### config.mk
export PLATFORM = sky130hd
export DESIGN_NAME = alu_sequencer
export DESIGN_NICKNAME = d
export VERILOG_FILES = /design/src/rtl/alu_sequencer.sv
export SDC_FILE = /design/constraint.sdc
export NUM_CORES = 1
export LEC_CHECK = 0
export CAP_MARGIN = 5
export CORE_ASPECT_RATIO = 0.8
export CORE_UTILIZATION = 55
export CTS_BUF_LIST = sky130_fd_sc_hd__clkbuf_4 sky130_fd_sc_hd__clkbuf_8 sky130_fd_sc_hd__clkbuf_16
export DETAILED_ROUTE_END_ITERATION = 10
export DONT_BUFFER_PORTS = 1
export PLACE_DENSITY = 0.7
export SLEW_MARGIN = 40
export SYNTH_ARGS = -nofsm -noshare
export SYNTH_HDL_FRONTEND = slang
export SYNTH_SLANG_ARGS = --single-unit
export TNS_END_PERCENT = 100
### constraint.sdc
create_clock -name clk -period 2.3 [get_ports clk]
set_input_delay 0.46 -clock clk [delete_from_list [all_inputs] [get_ports clk]]
set_output_delay 0.46 -clock clk [all_outputs]
set_load 0.01 [all_outputs]
### src/rtl/alu_sequencer.sv
// Sequences the combinational 4-bit ALU from a latched 12-bit instruction word,
// holding a 4x4-bit register file and driving the seven-segment display inputs.
module alu_sequencer (
    input  logic        clk,
    input  logic        rstN,
    input  logic [11:0] in,
    input  logic        start,
    input  logic [3:0]  aluOut,
    input  logic        aluOverFlow,
    output logic [3:0]  aluOpCode,
    output logic [3:0]  aluA,
    output logic [3:0]  aluB,
    output logic [3:0]  dispVal,
    output logic        dispOverFlow,
    output logic        busy,
    output logic        done
);

    // state | meaning
    // IDLE  | waiting for a start rising edge
    // FETCH | drive ALU operands from the register file (mode 00)
    // EXEC  | capture result and overflow
    // WRITE | register write-back, display update, done pulse
    typedef enum logic [1:0] {IDLE, FETCH, EXEC, WRITE} state_t;

    localparam logic [1:0] MODE_ALU  = 2'b00;
    localparam logic [1:0] MODE_LDI  = 2'b01;
    localparam logic [1:0] MODE_SHOW = 2'b10;

    state_t      state;
    logic [3:0]  regs [4];
    logic [11:0] instr_reg;
    logic [3:0]  res_reg;
    logic        ovf_reg;
    logic        start_q;
    logic        start_rise;

    logic [1:0]  mode;
    logic [1:0]  rb;
    logic [1:0]  ra;
    logic [1:0]  rd;
    logic [3:0]  opcode;
    logic [3:0]  imm;

    assign mode       = instr_reg[11:10];
    assign rb         = instr_reg[9:8];
    assign ra         = instr_reg[7:6];
    assign rd         = instr_reg[5:4];
    assign opcode     = instr_reg[3:0];
    assign imm        = instr_reg[9:6];
    assign start_rise = start & ~start_q;

    always_ff @(posedge clk or negedge rstN) begin
        if (!rstN) begin
            state        <= IDLE;
            for (int i = 0; i < 4; i++) regs[i] <= 4'd0;
            instr_reg    <= 12'd0;
            res_reg      <= 4'd0;
            ovf_reg      <= 1'b0;
            start_q      <= 1'b0;
            aluOpCode    <= 4'd0;
            aluA         <= 4'd0;
            aluB         <= 4'd0;
            dispVal      <= 4'd0;
            dispOverFlow <= 1'b0;
            busy         <= 1'b0;
            done         <= 1'b0;
        end else begin
            start_q <= start;
            done    <= 1'b0;
            case (state)
                IDLE: begin
                    if (start_rise) begin
                        instr_reg <= in;
                        busy      <= 1'b1;
                        state     <= FETCH;
                    end
                end
                FETCH: begin
                    // Other modes leave the ALU inputs untouched so the ALU does not toggle.
                    if (mode == MODE_ALU) begin
                        aluOpCode <= opcode;
                        aluA      <= regs[ra];
                        aluB      <= regs[rb];
                    end
                    state <= EXEC;
                end
                EXEC: begin
                    case (mode)
                        MODE_ALU:  res_reg <= aluOut;
                        MODE_LDI:  res_reg <= imm;
                        MODE_SHOW: res_reg <= regs[ra];
                        default:   res_reg <= res_reg;
                    endcase
                    ovf_reg <= aluOverFlow;
                    state   <= WRITE;
                end
                WRITE: begin
                    case (mode)
                        MODE_ALU: begin
                            regs[rd]     <= res_reg;
                            dispVal      <= res_reg;
                            dispOverFlow <= ovf_reg;
                        end
                        MODE_LDI: begin
                            regs[rd]     <= res_reg;
                            dispVal      <= res_reg;
                            dispOverFlow <= 1'b0;
                        end
                        MODE_SHOW: dispVal <= res_reg;
                        default: ;
                    endcase
                    done  <= 1'b1;
                    busy  <= 1'b0;
                    state <= IDLE;
                end
                default: state <= IDLE;
            endcase
        end
    end

endmodule

* Word-level counts from Yosys, hierarchy flattened *
Cells that the tools add are included.

operators by class
  bitwise operators = 5
  muxes and demuxes = 16
  order comparisons = 4
  reduce and logical (&&, ||, !) cells = 15
  equality and inequality tests = 6

operators by type and width
  cell                                                                          count
  4-bit two-way mux                                                             5
  4-bit binary-select mux with 2-bit select                                     2
  16-bit bitwise mux                                                            1
  2-bit AND reduction                                                           7
  4-bit case mux with 3 select lines                                            1
  3-bit greater-or-equal comparator, second input constant                      3
  2-bit inverter with 3-bit output                                              3
  4-bit demux with 2-bit select                                                 1
  2-bit case mux with 4 select lines                                            1
  2-bit == test, second input constant                                          3
  2-bit by 1-bit == test with 1-bit output, second input constant               2
  2-bit zero test                                                               2
  1-bit case mux with 2 select lines                                            2
  2-bit nonzero test                                                            2
  3-bit by 1-bit less-than comparator with 1-bit output, second input constant  1
  3-bit nonzero test                                                            1
  3-bit OR reduction                                                            1
  1-bit two-way mux                                                             2
  2-bit two-way mux                                                             1
  2-bit != test, second input constant                                          1
  2-bit OR reduction                                                            1
  1-bit bitwise AND                                                             1
  1-bit logical AND                                                             1
  1-bit inverter                                                                1

storage, ports and cells
  register bits = 55
  input port bits = 20
  logic and storage cells = 62
  output and inout port bits = 19

* Longest topological paths before layout *
Gate-level depths: netlist (run 1).

  depth after elaboration = 6
  gate-level depth with buffers = 6

* Worst setup path before layout (run 1) *
Ideal clock, no wire load.

  path type = reg2reg
  start = register instr_reg[10]
  end = register regs[4] in the netlist's numbering
  arrival time = 1497 ps
  cell stages (with the launch flop) = 6
  required time = 2175 ps
  path buffers = 0
  library setup time = 125 ps
  path slack = 679 ps
  cell sequence = dfrtp_1 > inv_1 > ha_1 > o21ai_1 > nor3b_2 > mux2_2

on the way
  word-level cells in the longest chain between the ends = 3
  elaborated cells on any way between the ends = 4
  those cells by class = eq/ne: 1; reduce/logical: 3

ends and longest elaborated chain
  element                                                                      line  source
  from (decl)                                                                  32    logic [11:0] instr_reg;
  from (signal assigned)                                                       74    instr_reg <= in;
  2-bit by 1-bit == test with 1-bit output or 2-bit zero test (tied branches)  99    case (mode)
  2-bit OR reduction (no line) (*)                                             n/a
  2-bit AND reduction (no line) (*)                                            n/a
  to (signal, indexed assignment)                                              101   regs[rd] <= res_reg;
  to (signal, indexed assignment)                                              106   regs[rd] <= res_reg;
  to (decl)                                                                    31    logic [3:0] regs [4];

Mark *: on every way between the ends. The rest lies on a longest branch, timed or not.
A chain may end at the register's enable or synchronous reset.

* Final worst setup path (run 1) *
  start = register state[1]
  end = register regs[5] in the netlist's numbering

on the way
  word-level cells in the longest chain between the ends = 2

ends and longest elaborated chain
  element                        line  source
  from (decl)                    30    state_t state;
  from (signal assigned)         55    state <= IDLE;
  from (signal assigned)         76    state <= FETCH;
  from (signal assigned)         86    state <= EXEC;
  2-bit == test                  71    case (state)
  2-bit AND reduction (no line)  n/a

No other way between the ends.

==> summary.md, run 1 <==
| Metric | Value |
|---|---|
| Nets | 209 |
| Final hold viol count | 5 |
| Residual DRC | 0 |
| Relative slew margins | 58.5% |
| Clock tree root driver cell | clkbuf_8 |
| DR iter-0 viols | 91 |
| Total power | 3.84 mW |
| CP startpoint kind | register |
| Routed vias | 1435 |
| Tot GR Track Use | 21.3% |
| Row cnt | 21 |
| Multi-input combinational cell area | 1060 sq um |
| Status | complete, but fails checks |
| Most common cell after layout, fill and taps aside | dfrtp_1 |
| Antenna violations before repair | 0 |
| Starting Density | 58.4% |
| Clock Tree Buf Depth | 2 |
| Register area share after synthesis | 55.1% |
| Slowest CP cell | nor3b_2 |
| Global-route wire length before repair | 7600 um |
| Die width | 77.4 um |
| Clk_skew | 9.98 ps |
| Maximum cell stage delay along the critical path | 460 ps |
| CP required | 2500 ps |
| Power Dens Cells | 1450 nW/um^2 |
| FF+latch count, synth | 55 |
| CTS tree | yes |
| Hold-fix buffers, CTS | 1 |
| Worst-margin pin slew | 622 ps |
| Syn Area/Cell | 14.3 sq um |
| Worst Path Max Fanout | 9 |
| Routability cong. | 0.850 |
| Fin. max-slew vios | 0 |
| Clk slew on worst S/H paths | 100 ps |
| Die area | 4820 sq um |
| # resized after CTS | 0 |
| Core footprint | 4280 sq um |
| Post-synth cell types | 24 |
| Number of flip-flops in the largest register | 16 |
| Most frequent cells in the layout | 55 x dfrtp_1, 43 x mux2_2, 18 x nand2_1 |
| Vias in the first global route | 1519 |
| Maximum VDD drop | 0.000728 V |
| Number of iterations in the first detailed-routing pass | 4 |
| # IOs | 39 |
| Kind of critical path | register to register |
| Crit-path cells | ha_1 -> o21ai_1 -> nor3b_2 -> mux2_2 |
| Violated checks | negative hold slack |
| Area Growth Syn to Fin | 6.21% |
| DP Wirelength | 3380 um |
| Routed vias/inst | 6.05 |
| DP Worst Slack | 376 ps |
| N_diodes | 0 |
| Part of the cycle the worst path needs | 86.0% |
| CTS buffer count | 5 |
| Hold_ws | -1.39 ps |
| TNS Setup | 0 ps |
| CTS sink cnt | 55 |
| YS warnings | 0 |
| Synth Cell Area | 2500 sq um |
| Layout cell share with drive strength beyond 1 | 36.1% |
| Leading post-synthesis cells by cell area | dfrtp_1 55%, mux2_2 19%, mux4_2 7.2% |
| Buf/Inv on CP | 0 |
| Cell count after synthesis | 175 |
| Worst skew pair latency | 300 ps |
| Hold WC Path Type | input pin to async pin |
| CP endpoint kind | register |
| H-tree depth | 2 |
| Largest net degree at the start of global routing | 56 |
| Finished Core Util | 62.0% |
| Register area | 1380 sq um |
| GRT Residual Overflow | 0 |
| Die height | 62.3 um |
| Postcts setup bufs | 0 |
| FILL cells | 337 |
| Static Leak | 1.22 nW |
| Largest area contributor in the netlist | dfrtp_1 |
| CP Data Arrival Time | 2170 ps |
| IO buf count | 0 |
| Final setup vio count | 0 |
| RSZ-0062 raised after global routing | false |
| Max-Cap Viols | 0 |
| Crit path max-delay family | simple AND/OR/NAND/NOR gates |
| Max Clock Freq | 506 MHz |
| Total wire length | 4640 um |
| Post-route ant nets | 0 |
| Drt wl/cell | 19.6 um |
| Final WS setup | 322 ps |
| Synth top area share | 55.1% |
| Final min period | 1980 ps |
| Net Count, Synth | 205 |
## kinds of logic (layout without fill, tap and decap cells)
family | count (synthesis) | in the layout | share of synthesized area [%]
muxes | 52 | 52 | 27.0
buffers and inverters | 12 | 17 | 2.50
adders and majority gates | 10 | 10 | 5.01
DFF | 55 | 55 | 55.1
AOI/OAI and AO/OA | 17 | 17 | 4.35
and+or+nand+nor | 29 | 29 | 6.11
## through the flow
stage	instance area, sq um	hold WS, ps	std cells
finish	2660	-1.39	237
global route	2660	7.58	237
CTS	2660	9.18	237
detailed placement	2540	165	228
global placement	2540	165	228
floorplan	2500	164	175
## area by class of cell
type | count | share of cell area (%)
repair buffers | 1 | 1.04
well taps | 57 | 2.69
inverters | 8 | 1.13
multi-input cells | 108 | 40.0
clock inverters | 1 | 0.189
flip-flops and latches | 55 | 51.8
clock buffers | 7 | 3.16
## final timing paths
check	startpoint	end	slack, ps	cells after the start
setup / recovery	state[1]	regs[5]	320	4
hold / removal	rstN	dispVal[3]	-1	1
setup reg to reg	state[1]	regs[5]	320	4
hold reg to reg	instr_reg[3]	aluOpCode[3]	510	1
max in group asynchronous	rstN	regs[0]	2060	1
min in group clk	start	start_q	170	0
## per-layer routing
metal | wire (um) | global-route usage [%] | vias to the layer above
li1 | - | - | 640
met2 | 2230 | 32.3 | 52
met1 | 2050 | 28.6 | 730
met3 | 235 | 5.15 | 13
met4 | 121 | 11.1 | 0
met5 | 0 | 0 | -
## power by group
| part | switching [mW] | internal, mW | total, mW | leakage [nW] |
|---|---|---|---|---|
| Combinational | 0.577 | 0.778 | 1.35 | 0.481 |
| Sequential | 0.534 | 1.43 | 1.96 | 0.685 |
| Clock | 0.286 | 0.238 | 0.524 | 0.0491 |
## synthesized netlist by cell type
cell       number
dfrtp_1        55
mux2_2         43
nand2_1        18
ha_1           10
inv_1           8
mux4_2          8
o21ai_1         5
a221oi_1        4
o21ai_0         4
buf_2           2
buf_6           2
nand2b_1        2
nor3b_2         2
o22ai_1         2
and2b_2         1
mux2i_1         1
nand3_1         1
nor2_1          1
nor2b_1         1
nor3_2          1
o2111ai_1       1
o21a_1          1
or2_2           1
or2b_1          1
No activity file was read; power rests on OpenSTA's default activity.
==> run 2: changes to the inputs <==
--- a/config.mk
+++ b/config.mk
@@ -7,11 +7,10 @@
 export LEC_CHECK = 0
 export CAP_MARGIN = 5
 export CORE_ASPECT_RATIO = 0.8
-export CORE_UTILIZATION = 55
+export CORE_UTILIZATION = 45
 export CTS_BUF_LIST = sky130_fd_sc_hd__clkbuf_4 sky130_fd_sc_hd__clkbuf_8 sky130_fd_sc_hd__clkbuf_16
 export DETAILED_ROUTE_END_ITERATION = 10
 export DONT_BUFFER_PORTS = 1
-export PLACE_DENSITY = 0.7
 export SLEW_MARGIN = 40
 export SYNTH_ARGS = -nofsm -noshare
 export SYNTH_HDL_FRONTEND = slang
==> summary.md, run 2 (same netlist as run 1, synthesis figures left out) <==
| Metric | Value |
|---|---|
| # IOs | 39 |
| Global routing usage on met3 | 5.71% |
| Hold path depth | 0 |
| Die width | 85.3 um |
| Die area | 5860 sq um |
| IO buf count | 0 |
| Routability cong. | 0.861 |
| Maximum cell stage delay along the critical path | 490 ps |
| Comb pwr share | 34.7% |
| Fin. max-slew vios | 0 |
| Final WS setup | 345 ps |
| N_diodes | 0 |
| Static Leak | 1.24 nW |
| Kind of critical path | register to register |
| Largest net degree at the start of global routing | 56 |
| Routed vias/inst | 5.85 |
| Final min period | 1950 ps |
| Residual DRC | 0 |
| Layout cell share with drive strength beyond 1 | 36.3% |
| Post-route ant nets | 0 |
| Worst-margin pin slew | 634 ps |
| CP required | 2500 ps |
| Most common cell after layout, fill and taps aside | dfrtp_1 |
| Worst Path Max Fanout | 5 |
| Inst Count DP | 234 |
| Maximum VDD drop | 0.000672 V |
| Worst skew pair latency | 310 ps |
| Worst hold endpoint | start_q |
| DP Worst Slack | 363 ps |
| Crit-path cells | inv_1 -> ha_1 -> o21ai_1 -> nor3b_2 -> mux2_2 |
| Status | finished, final reports clean |
| Power Dens Cells | 1470 nW/um^2 |
| Worst R2R Start | instr_reg[11] |
| Routed vias | 1427 |
| Relative slew margins | 57.7% |
| Crit path max-delay family | simple AND/OR/NAND/NOR gates |
| DR iter-0 viols | 118 |
| Most frequent cells in the layout | 55 x dfrtp_1, 43 x mux2_2, 18 x nand2_1 |
| Max-Cap Viols | 0 |
| Die height | 68.7 um |
| Nets | 211 |
| Net switching power | 1.44 mW |
| CTS sink cnt | 55 |
| Cell Int Power | 2.55 mW |
| Number of iterations in the first detailed-routing pass | 4 |
| Number of flip-flops in the largest register | 16 |
| Area after DPL | 2560 sq um |
| Hold path start | start |
| Postcts setup bufs | 0 |
| Finished Layout Cells | 244 |
| Reg2reg setup slack | 350 ps |
| Clock Power Share | 16.2% |
| Final hold viol count | 0 |
| CP Data Arrival Time | 2160 ps |
| Drt wl/cell | 19.8 um |
| Sw Share | 36.1% |
| Met1 usage | 24.8% |
| GRT Residual Overflow | 0 |
| Clock tree root driver cell | clkbuf_8 |
| Row cnt | 23 |
| Total wire length | 4840 um |
| Part of the cycle the worst path needs | 85.0% |
| RSZ-0062 raised after global routing | false |
| Gr busiest metal | met2 |
| Fin area | 2720 sq um |
| CP endpoint kind | register |
| Starting Density | 48.3% |
| Clk slew on worst S/H paths | 100 ps |
| CTS tree | yes |
| # resized after CTS | 0 |
| Global-route wire length before repair | 8010 um |
| Antenna violations before repair | 0 |
| Clk_skew | 3.91 ps |
| Slowest CP cell | nor3b_2 |
| RR Endpoint | regs[6] |
| Sequential Power Share | 49.1% |
| R2r worst-path depth | 5 |
| DP Wirelength | 3580 um |
| Met2 usage | 29.8% |
| Total power | 3.98 mW |
| Tot GR Track Use | 18.8% |
| FILL cells | 461 |
| TNS Setup | 0 ps |
| CP startpoint kind | register |
| CTS buffer count | 5 |
| Area Growth Syn to Fin | 8.61% |
| H-tree depth | 2 |
| Final setup vio count | 0 |
| Clock Tree Buf Depth | 2 |
| Hold WC Path Type | input pin to register |
| Buf/Inv on CP | 1 |
| Core footprint | 5180 sq um |
| Vias in the first global route | 1511 |
| Max Clock Freq | 512 MHz |
[run 2: power groups by stage]
| stage | clock, mW | sequential (mW) | combinational (mW) |
|---|---|---|---|
| after floorplan | 0 | 1.78 | 1.20 |
| after global placement | 0 | 1.95 | 1.32 |
| after detailed placement | 0 | 1.98 | 1.36 |
| after CTS | 0.665 | 1.96 | 1.39 |
| after global routing | 0.699 | 2.03 | 1.54 |
| final | 0.647 | 1.95 | 1.38 |
[run 2: through the flow]
step	util (%)	hold slack [ps]
2_1_floorplan	-	164
3_3_place_gp	49.5	166
3_5_place_dp	49.5	166
4_1_cts	52.2	1.92
5_1_grt	52.4	141
6_report	52.4	168
[run 2: final cells by class]
| class | count | area (sq um) | share of cell area [%] |
|---|---|---|---|
| well taps | 62 | 77.6 | 2.86 |
| flip-flops and latches | 55 | 1380 | 50.7 |
| repair buffers | 3 | 57.6 | 2.12 |
| clock buffers | 5 | 68.8 | 2.53 |
| clock inverters | 3 | 43.8 | 1.61 |
| multi-input cells | 108 | 1060 | 39.1 |
| inverters | 8 | 30.0 | 1.11 |
[run 2: worst register-to-register path: stages, from the launching register on]
cell and delay (ps):
dfrtp_1 430, inv_1 120, ha_1 240, o21ai_1 170
nor3b_2 490, mux2_2 400
[run 2: worst max-delay path by stage]
stage,startpoint,slack [ps],endpoint,cells past startpoint
CTS,instr_reg[11],340,regs[6],5
global placement,state[1],440,regs[6],4
detailed placement,instr_reg[11],360,regs[7],5
global route,instr_reg[11],250,regs[4],5
floorplan,instr_reg[10],680,regs[4],5
finish,instr_reg[11],350,regs[6],5
[run 2: metal layers]
layer	routed length, um	part of all wire (%)	up-vias
met4	61	1.3	0
li1	-	-	641
met1	2200	45	733
met2	2280	47	45
met5	0	0	-
met3	295	6.1	8
[run 2: repair_timing]
action,CTS,global route
hold endpoints to repair,55,8
hold buffers,1,1
endpoints found under the setup margin,0,0
